File: src/rtl/multicycle_control.sv
// Multicycle RISC-V main control FSM: FETCH/DECODE/EXEC/MEM/WB with memory timeout and illegal-opcode trap.
// Optional retired-instruction counter enabled by defining MULTICYCLE_PERF_CNT_EN.
module multicycle_control #(
  parameter int unsigned MEM_TIMEOUT = 16,
  parameter int unsigned CNT_W       = 32
) (
  input  logic             clk,
  input  logic             reset,
  input  logic [6:0]       opcode,
  input  logic             mem_ready,
  output logic             mem_req,
  output logic             iord,
  output logic             memread,
  output logic             memwrite,
  output logic             ir_write,
  output logic             pc_write,
  output logic             branch,
  output logic             jump,
  output logic             alusrc_a,
  output logic [1:0]       alusrc_b,
  output logic [1:0]       aluop,
  output logic [1:0]       memtoreg,
  output logic             regwrite,
  output logic [2:0]       state,
  output logic             trap,
  output logic [1:0]       trap_cause,
  output logic [CNT_W-1:0] instret_count
);

  typedef enum logic [2:0] {
    S_FETCH  = 3'd0,
    S_DECODE = 3'd1,
    S_EXEC   = 3'd2,
    S_MEM    = 3'd3,
    S_WB     = 3'd4,
    S_TRAP   = 3'd5
  } state_t;

  localparam logic [6:0] OP_LOAD   = 7'b0000011;
  localparam logic [6:0] OP_IALU   = 7'b0010011;
  localparam logic [6:0] OP_STORE  = 7'b0100011;
  localparam logic [6:0] OP_BRANCH = 7'b1100011;
  localparam logic [6:0] OP_JALR   = 7'b1100111;
  localparam logic [6:0] OP_JAL    = 7'b1101111;
  localparam logic [6:0] OP_RTYPE  = 7'b0110011;

  localparam logic [1:0] CAUSE_ILLEGAL = 2'b01;
  localparam logic [1:0] CAUSE_TIMEOUT = 2'b10;

  // Counter only needs to reach MEM_TIMEOUT-1 before the trap fires
  localparam int unsigned TO_W = (MEM_TIMEOUT > 1) ? $clog2(MEM_TIMEOUT) : 1;

  state_t          state_q, state_d;
  logic [6:0]      opc_q;
  logic [TO_W-1:0] to_cnt;
  logic            trap_q;
  logic [1:0]      cause_q;
  logic [1:0]      new_cause;
  logic            timeout_c;

  assign timeout_c = (to_cnt == TO_W'(MEM_TIMEOUT - 1)) && !mem_ready;

  // Next-state and control decode
  always_comb begin
    state_d   = state_q;
    new_cause = 2'b00;
    mem_req   = 1'b0;
    iord      = 1'b0;
    memread   = 1'b0;
    memwrite  = 1'b0;
    ir_write  = 1'b0;
    pc_write  = 1'b0;
    branch    = 1'b0;
    jump      = 1'b0;
    alusrc_a  = 1'b0;
    alusrc_b  = 2'b00;
    aluop     = 2'b00;
    memtoreg  = 2'b00;
    regwrite  = 1'b0;

    case (state_q)
      S_FETCH: begin
        mem_req  = 1'b1;
        memread  = 1'b1;
        alusrc_b = 2'b01;
        if (mem_ready) begin
          ir_write = 1'b1;
          pc_write = 1'b1;
          state_d  = S_DECODE;
        end else if (timeout_c) begin
          state_d   = S_TRAP;
          new_cause = CAUSE_TIMEOUT;
        end
      end

      S_DECODE: begin
        case (opcode)
          OP_LOAD, OP_IALU, OP_STORE, OP_BRANCH,
          OP_JALR, OP_JAL, OP_RTYPE: state_d = S_EXEC;
          default: begin
            state_d   = S_TRAP;
            new_cause = CAUSE_ILLEGAL;
          end
        endcase
      end

      S_EXEC: begin
        state_d = S_FETCH;
        case (opc_q)
          OP_RTYPE: begin
            alusrc_a = 1'b1;
            aluop    = 2'b10;
            state_d  = S_WB;
          end
          OP_IALU: begin
            alusrc_a = 1'b1;
            alusrc_b = 2'b10;
            aluop    = 2'b11;
            state_d  = S_WB;
          end
          OP_LOAD, OP_STORE: begin
            alusrc_a = 1'b1;
            alusrc_b = 2'b10;
            state_d  = S_MEM;
          end
          OP_BRANCH: begin
            alusrc_a = 1'b1;
            aluop    = 2'b01;
            branch   = 1'b1;
          end
          OP_JAL, OP_JALR: begin
            alusrc_a = (opc_q == OP_JALR);
            alusrc_b = 2'b10;
            jump     = 1'b1;
            pc_write = 1'b1;
            regwrite = 1'b1;
            memtoreg = 2'b10;
          end
          default: state_d = S_FETCH;
        endcase
      end

      S_MEM: begin
        mem_req  = 1'b1;
        iord     = 1'b1;
        alusrc_a = 1'b1;
        alusrc_b = 2'b10;
        memread  = (opc_q == OP_LOAD);
        memwrite = (opc_q == OP_STORE);
        if (mem_ready) begin
          state_d = (opc_q == OP_LOAD) ? S_WB : S_FETCH;
        end else if (timeout_c) begin
          state_d   = S_TRAP;
          new_cause = CAUSE_TIMEOUT;
        end
      end

      S_WB: begin
        regwrite = 1'b1;
        state_d  = S_FETCH;
        case (opc_q)
          OP_RTYPE: begin
            alusrc_a = 1'b1;
            aluop    = 2'b10;
          end
          OP_IALU: begin
            alusrc_a = 1'b1;
            alusrc_b = 2'b10;
            aluop    = 2'b11;
          end
          OP_LOAD: begin
            alusrc_a = 1'b1;
            alusrc_b = 2'b10;
            memtoreg = 2'b01;
          end
          default: ;
        endcase
      end

      S_TRAP: state_d = S_TRAP;

      default: state_d = S_FETCH;
    endcase

    // Reset abandons the instruction: no strobes may escape while it is held
    if (reset) begin
      mem_req  = 1'b0;
      iord     = 1'b0;
      memread  = 1'b0;
      memwrite = 1'b0;
      ir_write = 1'b0;
      pc_write = 1'b0;
      branch   = 1'b0;
      jump     = 1'b0;
      alusrc_a = 1'b0;
      alusrc_b = 2'b00;
      aluop    = 2'b00;
      memtoreg = 2'b00;
      regwrite = 1'b0;
    end
  end

  // State, latched opcode, stall counter and sticky trap
  always_ff @(posedge clk) begin
    if (reset) begin
      state_q <= S_FETCH;
      opc_q   <= 7'd0;
      to_cnt  <= '0;
      trap_q  <= 1'b0;
      cause_q <= 2'b00;
    end else begin
      state_q <= state_d;
      if (state_q == S_DECODE) opc_q <= opcode;
      if ((state_d != state_q) || mem_ready) begin
        to_cnt <= '0;
      end else if (mem_req) begin
        to_cnt <= to_cnt + TO_W'(1);
      end
      if (new_cause != 2'b00) begin
        trap_q  <= 1'b1;
        cause_q <= new_cause;
      end
    end
  end

  assign state      = state_q;
  assign trap       = trap_q;
  assign trap_cause = cause_q;

`ifdef MULTICYCLE_PERF_CNT_EN
  logic             retire_c;
  logic [CNT_W-1:0] instret_q;

  assign retire_c = ((state_q == S_EXEC) &&
                     ((opc_q == OP_BRANCH) || (opc_q == OP_JAL) || (opc_q == OP_JALR))) ||
                    ((state_q == S_MEM) && (opc_q == OP_STORE) && mem_ready) ||
                    (state_q == S_WB);

  always_ff @(posedge clk) begin
    if (reset) begin
      instret_q <= '0;
    end else if (retire_c) begin
      instret_q <= instret_q + CNT_W'(1);
    end
  end

  assign instret_count = instret_q;
`else
  assign instret_count = '0;
`endif

endmodule

File: config.mk
export PLATFORM = sky130hd
export DESIGN_NAME = multicycle_control
export DESIGN_NICKNAME = d
export VERILOG_FILES = /design/src/rtl/multicycle_control.sv
export SDC_FILE = /design/constraint.sdc
export NUM_CORES = 1
export LEC_CHECK = 0
export CORE_AREA = 2 2 70 72
export DETAILED_ROUTE_END_ITERATION = 10
export DIE_AREA = 0 0 72 74
export PLACE_DENSITY_LB_ADDON = 0.2
export SLEW_MARGIN = 25
export SYNTH_ARGS = -nofsm -noshare
export SYNTH_HDL_FRONTEND = slang
export SYNTH_SLANG_ARGS = --single-unit
File: constraint.sdc
create_clock -name clk -period 2.9 [get_ports clk]
set_input_delay 0.435 -clock clk [delete_from_list [all_inputs] [get_ports clk]]
set_output_delay 0.435 -clock clk [all_outputs]
set_load 0.01 [all_outputs]
Word-level counts from Yosys, hierarchy flattened
Index checks and enable logic that the tools add are counted.
- $add $sub $neg: 1
- equal/unequal tests: 21
- muxes and demuxes: 48
- reduce and logical (&&, ||, !) cells: 15
- operators by type and width (cell ; count):
    == test 7 bit (second input constant) ; 6
    == test 7 x 6 -> 1 bit (second input constant) ; 4
    two-way mux 1 bit ; 22
    two-way mux 2 bit ; 8
    one-hot mux 2 bit (2 select lines) ; 4
    two-way mux 3 bit ; 5
    one-hot mux 3 bit (5 select lines) ; 1
    == test 7 x 2 -> 1 bit (second input constant) ; 2
    == test 7 x 5 -> 1 bit (second input constant) ; 2
    OR reduction 2 bit ; 6
    OR reduction 5 bit ; 2
    one-hot mux 1 bit (2 select lines) ; 4
    one-hot mux 2 bit (4 select lines) ; 1
    OR reduction 7 bit ; 1
    == test 3 x 2 -> 1 bit (second input constant) ; 2
    == test 3 bit (second input constant) ; 2
    one-hot mux 2 bit (3 select lines) ; 1
    one-hot mux 3 bit (2 select lines) ; 1
    adder 4 x 1 -> 4 bit (second input constant) ; 1
    == test 4 bit (second input constant) ; 1
    == test 3 x 1 -> 1 bit (second input constant) ; 1
    logical NOT 3 bit ; 1
    != test 3 bit ; 1
    one-hot mux 1 bit (3 select lines) ; 1
    other kinds (5) ; 5
- register bits after elaboration: 17
- bits of input ports: 10
- output and inout port bits: 54
- logic and storage cells: 90

Longest topological paths before layout
Gate-level depths: netlist (run 1).
- depth after elaboration: 8
- gate-level depth with buffers: 7
- gate-level depth less buffers: 6

Least setup slack after synthesis (run 1)
No wires, ideal clock.
- path type: register -> output
- start point: register state_q[0], in the netlist state[0]
- end point: output memread
- arrival time: 1.503 ns
- data required time: 2.465 ns
- setup slack: 0.962 ns
- stages on the path, launching flop included: 5
- path buffers: 1
- cells stage by stage: dfxtp_1 -> clkbuf_1 -> inv_1 -> or3_1 -> o41ai_1
- word-level cells in the longest chain between the ends: 3
- elaborated cells between the ends (all ways): 4
- classes of those cells: 1 x eq/ne; 2 x mux; 1 x reduce/logical
- RTL lines (item ; line ; source):
    from (decl) ; 53 ; state_t state_q, state_d;
    from (signal assigned) ; 212 ; state_q <= state_d;
    == test 3 x 2 -> 1 bit / logical NOT 3 bit (equally long branches) ; 81 ; case (state_q)
    one-hot mux 1 bit (2 select lines) (*) ; 81 ;
    two-way mux 1 bit (*) ; 186 ; if (reset) begin
    to (decl) ; 13 ; output logic memread,
Mark *: on every way between the ends. The rest lies on a longest branch, timed or not.

Final worst setup path (run 1)
- start point: input reset
- end point: output memread
- word-level cells in the longest chain between the ends: 1
- RTL lines (item ; line ; source):
    from (decl) ; 8 ; input logic reset,
    two-way mux 1 bit ; 186 ;
No other way between the ends.

==> results of run 1 <==
==> worst max-delay path by stage <==
| stage | from | to | slack, ps |
|---|---|---|---|
| floorplan | state[0] | memread | 960 |
| global placement | reset | memread | 200 |
| detailed placement | reset | memread | 190 |
| CTS | reset | memread | 180 |
| global route | reset | memread | 60 |
| finish | reset | memread | 190 |
==> layer usage <==
layer | vias to the layer above | global-route usage, %
li1 | 656 | -
met1 | 576 | 17.6
met2 | 49 | 18.0
met3 | 4 | 1.63
met4 | 0 | 4.40
met5 | - | 0
==> cell usage in the layout, fill, tap and decap left out, types with 3 or more instances in the layout <==
cell             count
clkdlybuf4s50_1     31
a21oi_1             15
dfxtp_1             17
o21ai_0              9
or3_1                3
clkbuf_8             3
nor4b_2              3
buf_4                8
nor2b_1              3
nor3_2               3
xor2_1               4
nor3_1               5
a31oi_1              3
nand2_1             19
nor2_1              17
nand2b_1             7
conb_1              32
inv_1                5
==> worst reg2reg max path, delay by kind of cell (launching register included) <==
kind | cells | cell delay [ps]
simple gates | 3 | 780
flops | 1 | 380
buf+inv | 1 | 200
compound gates | 1 | 300
==> through the flow <==
stage | cells | setup WS, ps | total power, mW | instance area [um2]
after detailed placement | 271 | 191 | 0.469 | 1680
after global placement | 271 | 196 | 0.471 | 1680
after CTS | 275 | 177 | 0.648 | 1730
after global routing | 275 | 61.7 | 0.676 | 1730
final | 275 | 195 | 0.641 | 1730
after floorplan | 222 | 962 | 0.429 | 1530
==> kinds of logic (layout without fill, tap and decap cells) <==
kind of cell	count (synthesis)	after routing
muxes	2	2
other	1	32
DFF	17	17
adders and majority gates	1	1
buffers and inverters	49	48
xor gates and xnor gates	4	4
and+or+nand+nor	75	75
AOI/OAI and AO/OA	42	42
==> final cells by class <==
class | instances | area, um2 | area share, %
Clock buffer | 3 | 41.3 | 2.39
Clock inverter | 1 | 5.00 | 0.290
Inverter | 5 | 18.8 | 1.09
Multi-Input combinational cell | 156 | 882 | 51.1
Sequential cell | 17 | 340 | 19.7
Tap cell | 54 | 67.6 | 3.92
Timing Repair Buffer | 39 | 370 | 21.5
==> state kept, by name, indices dropped and copies added (netlist names) <==
name,count
opc_q,7
to_cnt,4
state,3
trap_cause,2
trap,1
==> where the power goes <==
group	leakage (nW)	switching [mW]	internal, mW	total [mW]
clock network	0.0255	0.0806	0.0953	0.176
registers	0.139	0.0149	0.249	0.263
logic	0.501	0.117	0.0845	0.201
==> metrics.md, run 1 <==
| Metric | Value |
|---|---|
| Status | completed |
| DPL Wire Length | 2.55 mm |
| Stages on the worst setup path | 4 |
| Reg-to-reg endpoint | to_cnt[1] |
| ANT nets after route | 0 |
| Crit-path most repeated cell | clkdlybuf4s50_1 |
| Hold crit path type | flip-flop to flip-flop |
| Routed length on met2 | 1.46 mm |
| Post-Synth Adder-Cell Area | 0.884% |
| Compound-Gate Fraction of Synth Area | 19.3% |
| Synth warnings | 0 |
| CTS tree | built |
| RSZ-0062 raised after global routing | no |
| Nets | 233 |
| Remaining DRCs | 0 |
| CORE AREA | 4600 um2 |
| Cells after Synth | 191 |
| Peak VDD IR | 0.000162 V |
| Top post-synthesis cells by area | dfxtp_1, buf_4, a21oi_1 |
| Max Slew Vio Count | 0 |
| Required @ worst endpoint | 2470 ps |
| Leakage | 0.665 nW |
| Crit-path slowest cell | clkdlybuf4s50_1 |
| Synth Area in Simple Gates | 29.8% |
| Worst Path Arrival | 2270 ps |
| Wire per inst | 11.9 um |
| Ys async rst share | 0% |
| Overall die height | 74 um |
| EDFF count, synth | 0 |
| Yosys top cell area share | 24.0% |
| Vias in the first global route | 1065 |
| CTS Buffer Depth | 2 |
| Synth Area in XOR/XNOR | 2.48% |
| Ys flop type | dfxtp_1 |
| Hold path depth | 2 |
| DR vias | 1285 |
| Largest net degree at the start of global routing | 17 |
| CP Capture Type | output port |
| Pwr dens | 371 nW/um2 |
| Worst-margin pin slew | 515 ps |
| Met3 WL | 156 um |
| Vias per cell | 4.67 |
| Critical path cell sequence | clkdlybuf4s50_1 > or3_1 > o41ai_1 > clkdlybuf4s50_1 |
| Total routed wirelength | 3.29 mm |
| Count leader, synth | buf_4 |
| CP delay by family, top | buffers and inverters |
| Post-synthesis mux area share | 1.41% |
| # setup viols final | 0 |
| Period utilization | 93.3% |
| DRT iter0 DRCs | 109 |
| Reg clk slew, reported paths | 60 ps |
| Setup bufs post-CTS | 0 |
| Synthesized flop and latch total | 17 |
| # rows | 25 |
| Skew-Pair Late Insertion Delay | 250 ps |
| Total GRT Usage | 12.0% |
| Layout area overhead | 21.9% |
| Die footprint | 5330 um2 |
| Top Ports | 64 |
| Synth Area per Inst | 7.41 um2 |
| Max-Slew Margin vs Limit | 65.6% |
| Critical Path Max Stage Delay | 600 ps |
| Final Util | 37.5% |
| Wl on met1 | 1.62 mm |
| Die width | 72 um |
| First-pass GRT wire length | 5.03 mm |
| CTS resizes | 0 |
| Largest family of logic cells by synthesized area | simple AND/OR/NAND/NOR gates |
| Worst hold path startpoint | trap_cause[0] |
| Root Driver | clkbuf_8 |
| H-tree levels | 1 |
| FMAX | 370 MHz |
| Final period demand of the worst path | 2710 ps |
| Max cap viols | 0 |
| TritonCTS buffer count | 3 |
| Routability Congestion | 0.786 |
| Starting Density | 30.8% |
| Worst hold endpoint | trap_cause[0] |
| GRT Residual Overflow | 0 |
| Reg-to-Reg Start | state[2] |
| CP Class | input port to output port |
| Drt pass-1 iters | 4 |
| Fill cells | 503 |
| Worst path bufs/invs | 2 |
| Final TNS setup | 0 ps |
| Post-synth top area cell | dfxtp_1 |
| Max Used Layer | met4 |
| Count of unique library cells instantiated by Yosys | 44 |
| Synthesized area | 1420 um2 |
| Diode count | 0 |
| Port bufs | 31 |
| CTS sink cnt | 17 |
| Flop2flop setup slack | 1160 ps |
| Worst reg2reg path depth | 5 |
| Worst Skew | 0.887 ps |
| Sequential-to-total area share from yosys stat | 24.0% |
| Initial antenna violation count | 0 |
| Fin Hold WS | 474 ps |
| Critical path fanouts, max | 6 |
| CP Launch Type | input port |
| Fraction of layout cells with a size suffix above 1 | 10.9% |
| Final hold vios | 0 |
| Synth cell count leaders | buf_4, nand2_1, dfxtp_1, nor2_1, a21oi_1 |
| CTS Hold Bufs | 0 |
Note: power is estimated with default switching activity, not from simulation.
==> inputs of run 2 (changes only) <==
CAP_MARGIN = 20   (was default)
CELL_PAD_IN_SITES_DETAIL_PLACEMENT = 1   (was default)
CELL_PAD_IN_SITES_GLOBAL_PLACEMENT = 1   (was default)
CORE_AREA = 2 2 71 73   (was 2 2 70 72)
DIE_AREA = 0 0 73 75   (was 0 0 72 74)
==> run 2 against run 1 <==
Global-route usage rose by 2.1 points. Wire length grew 11%. Sequential share of layout area fell by 0.071 points. Clock-buffer cell count rose by 1. Register-to-register slack lost 150 ps. First-iteration DRC count decreased by 50%. Via count up 2.2%. Highest routed layer unchanged.
==> metrics.md, run 2 (same netlist as run 1, synthesis figures left out) <==
| Metric | Value |
|---|---|
| Status | completed |
| Leakage | 0.668 nW (+0.46%) |
| FMAX | 364 MHz (-1.4%) |
| Required @ worst endpoint | 2470 ps (about the same) |
| Cell count after placement | 272 (+0.37%) |
| Flop2flop setup slack | 1010 ps (-150 ps) |
| Clk pwr share | 28.2% (+0.7 points) |
| Wire per inst | 13.3 um (+11%) |
| Nets | 234 (+0.43%) |
| Reg-to-reg endpoint | to_cnt[2] |
| Final period demand of the worst path | 2740 ps (+39.6 ps) |
| Worst hold path startpoint | trap_cause[0] |
| Starting Density | 30.4% (-0.41 points) |
| First-pass GRT wire length | 6.07 mm (+21%) |
| Peak VDD IR | 0.000152 V (-6.1%) |
| Most common cell after layout, fill and taps aside | conb_1 |
| Register share of total power | 40.7% (-0.4 points) |
| Max reg flops | 7 (unchanged) |
| ANT nets after route | 0 (unchanged) |
| CORE AREA | 4660 um2 (+1.4%) |
| DR vias | 1313 (+2.2%) |
| CTS sink cnt | 17 (unchanged) |
| Largest net degree at the start of global routing | 18 (+1) |
| Setup WS post-layout | 155 ps (-39.6 ps) |
| Worst-margin pin slew | 524 ps (+8.75 ps) |
| CTS tree | built |
| Skew-Pair Late Insertion Delay | 260 ps (about the same) |
| TritonCTS buffer count | 3 (unchanged) |
| Sw Share | 34.0% (+0.82 points) |
| Final TNS setup | 0 ps (unchanged) |
| Initial antenna violation count | 0 (unchanged) |
| Cell Int Power | 432 uW (+0.92%) |
| CTS Hold Bufs | 0 (unchanged) |
| Period utilization | 94.6% (+1.4 points) |
| Worst Skew | 8.96 ps (+8.07 ps) |
| CTS resizes | 0 (unchanged) |
| Die footprint | 5480 um2 (+2.8%) |
| Die width | 73 um (+1.4%) |
| P_sw | 222 uW (+4.7%) |
| Hold path depth | 2 (unchanged) |
| Combinational power share | 31.1% (-0.3 points) |
| Root Driver | clkbuf_8 |
| Diode count | 0 (unchanged) |
| DP Worst Slack | 215 ps (+23.9 ps) |
| Top reg by flops | opc_q |
| Final Util | 37.2% (-0.37 points) |
| Hold crit path type | flip-flop to flip-flop |
| # setup viols final | 0 (unchanged) |
| Vias per cell | 4.76 (+1.8%) |
| # rows | 25 (unchanged) |
| CP Capture Type | output port |
| Top Ports | 64 (unchanged) |
| Routability Congestion | 0.783 (-0.50%) |
| Port bufs | 31 (unchanged) |
| Remaining DRCs | 0 (unchanged) |
| H-tree levels | 1 (unchanged) |
| CP Class | flip-flop to output port |
| Reg clk slew, reported paths | 70 ps (about the same) |
| Most frequent cells in the layout | conb_1, clkdlybuf4s50_1, nand2_1 |
| Max-Slew Margin vs Limit | 65.0% (-0.59 points) |
| Total GRT Usage | 14.2% (+2.1 points) |
| RSZ-0062 raised after global routing | no |
| Max cap viols | 0 (unchanged) |
| Final hold vios | 0 (unchanged) |
| Critical path fanouts, max | 8 (+2) |
| CTS Buffer Depth | 2 (unchanged) |
| Setup bufs post-CTS | 0 (unchanged) |
| DRT iter0 DRCs | 54 (-50%) |
| Overall die height | 75 um (+1.4%) |
| Worst hold endpoint | trap_cause[0] |
| Worst reg2reg path depth | 5 (unchanged) |
| Vias in the first global route | 1268 (+19%) |
| Drt pass-1 iters | 4 (unchanged) |
| Total routed wirelength | 3.66 mm (+11%) |
| Worst Path Arrival | 2310 ps (+40 ps) |
| CP Launch Type | flip-flop |
| Fraction of layout cells with a size suffix above 1 | 10.8% (-0.049 points) |
| Pwr dens | 378 nW/um2 (+1.8%) |
| DPL Wire Length | 2.88 mm (+13%) |
| GRT Residual Overflow | 0 (unchanged) |
| Layout area overhead | 22.4% |
| Reg-to-Reg Start | state[0] |
| Layout Cells excl Fill | 276 (+0.36%) |
| Max Slew Vio Count | 0 (unchanged) |
-- run 2: changes by cell type in the layout (fill, tap and decap cells not counted) --
cell / change
clkinv_2: -1
clkbuf_1: +1
buf_4: +1
-- run 2: cell type report --
| cell class | count | area (um2) |
|---|---|---|
| multi-input combinational | 156 | 882 |
| tap | 54 | 67.6 |
| timing repair buffer | 40 | 378 |
| clock buffer | 4 | 45.0 |
| fill | 587 | 2930 |
| inverter | 5 | 18.8 |
| sequential | 17 | 340 |
-- run 2: power by group through the flow --
stage | logic (mW) | registers, mW | clock network [mW]
2_1_floorplan | 0.163 | 0.266 | 0
3_3_place_gp | 0.203 | 0.272 | 0
3_5_place_dp | 0.204 | 0.272 | 0
4_1_cts | 0.204 | 0.267 | 0.191
5_1_grt | 0.226 | 0.270 | 0.202
6_report | 0.204 | 0.266 | 0.185
-- run 2: worst max path at each step --
stage | from | to | slack [ps] | depth (start not counted)
6_report | state[1] | alusrc_b[1] | 160 | 6
5_1_grt | state[1] | alusrc_a | 70 | 5
4_1_cts | state[1] | alusrc_b[1] | 180 | 6
3_5_place_dp | reset | aluop[0] | 220 | 6
3_3_place_gp | reset | memread | 280 | 4
2_1_floorplan | state[0] | memread | 960 | 4
-- run 2: metal layers --
layer,wire (um),global-route usage [%],up-vias,part of all wire (%)
met1,1810,19.9,616,49
met5,0,0,-,0
met4,46,4.94,0,1.3
met2,1660,22.1,39,45
met3,140,2.14,4,3.8
li1,-,-,654,-
-- run 2: critical path, stage by stage (launching register included) --
cell and delay (ps):
dfxtp_1 480, nor2b_1 350, buf_4 190, a21oi_1 40, o32a_1 310, nor2_1 130, clkdlybuf4s50_1 560
-- run 2: metrics by stage --
step	hold WS, ps	total power [mW]	area (um2)
detailed placement	467	0.476	1690
finish	480	0.655	1730
global placement	464	0.475	1690
floorplan	486	0.429	1530
global route	518	0.697	1730
CTS	479	0.662	1730
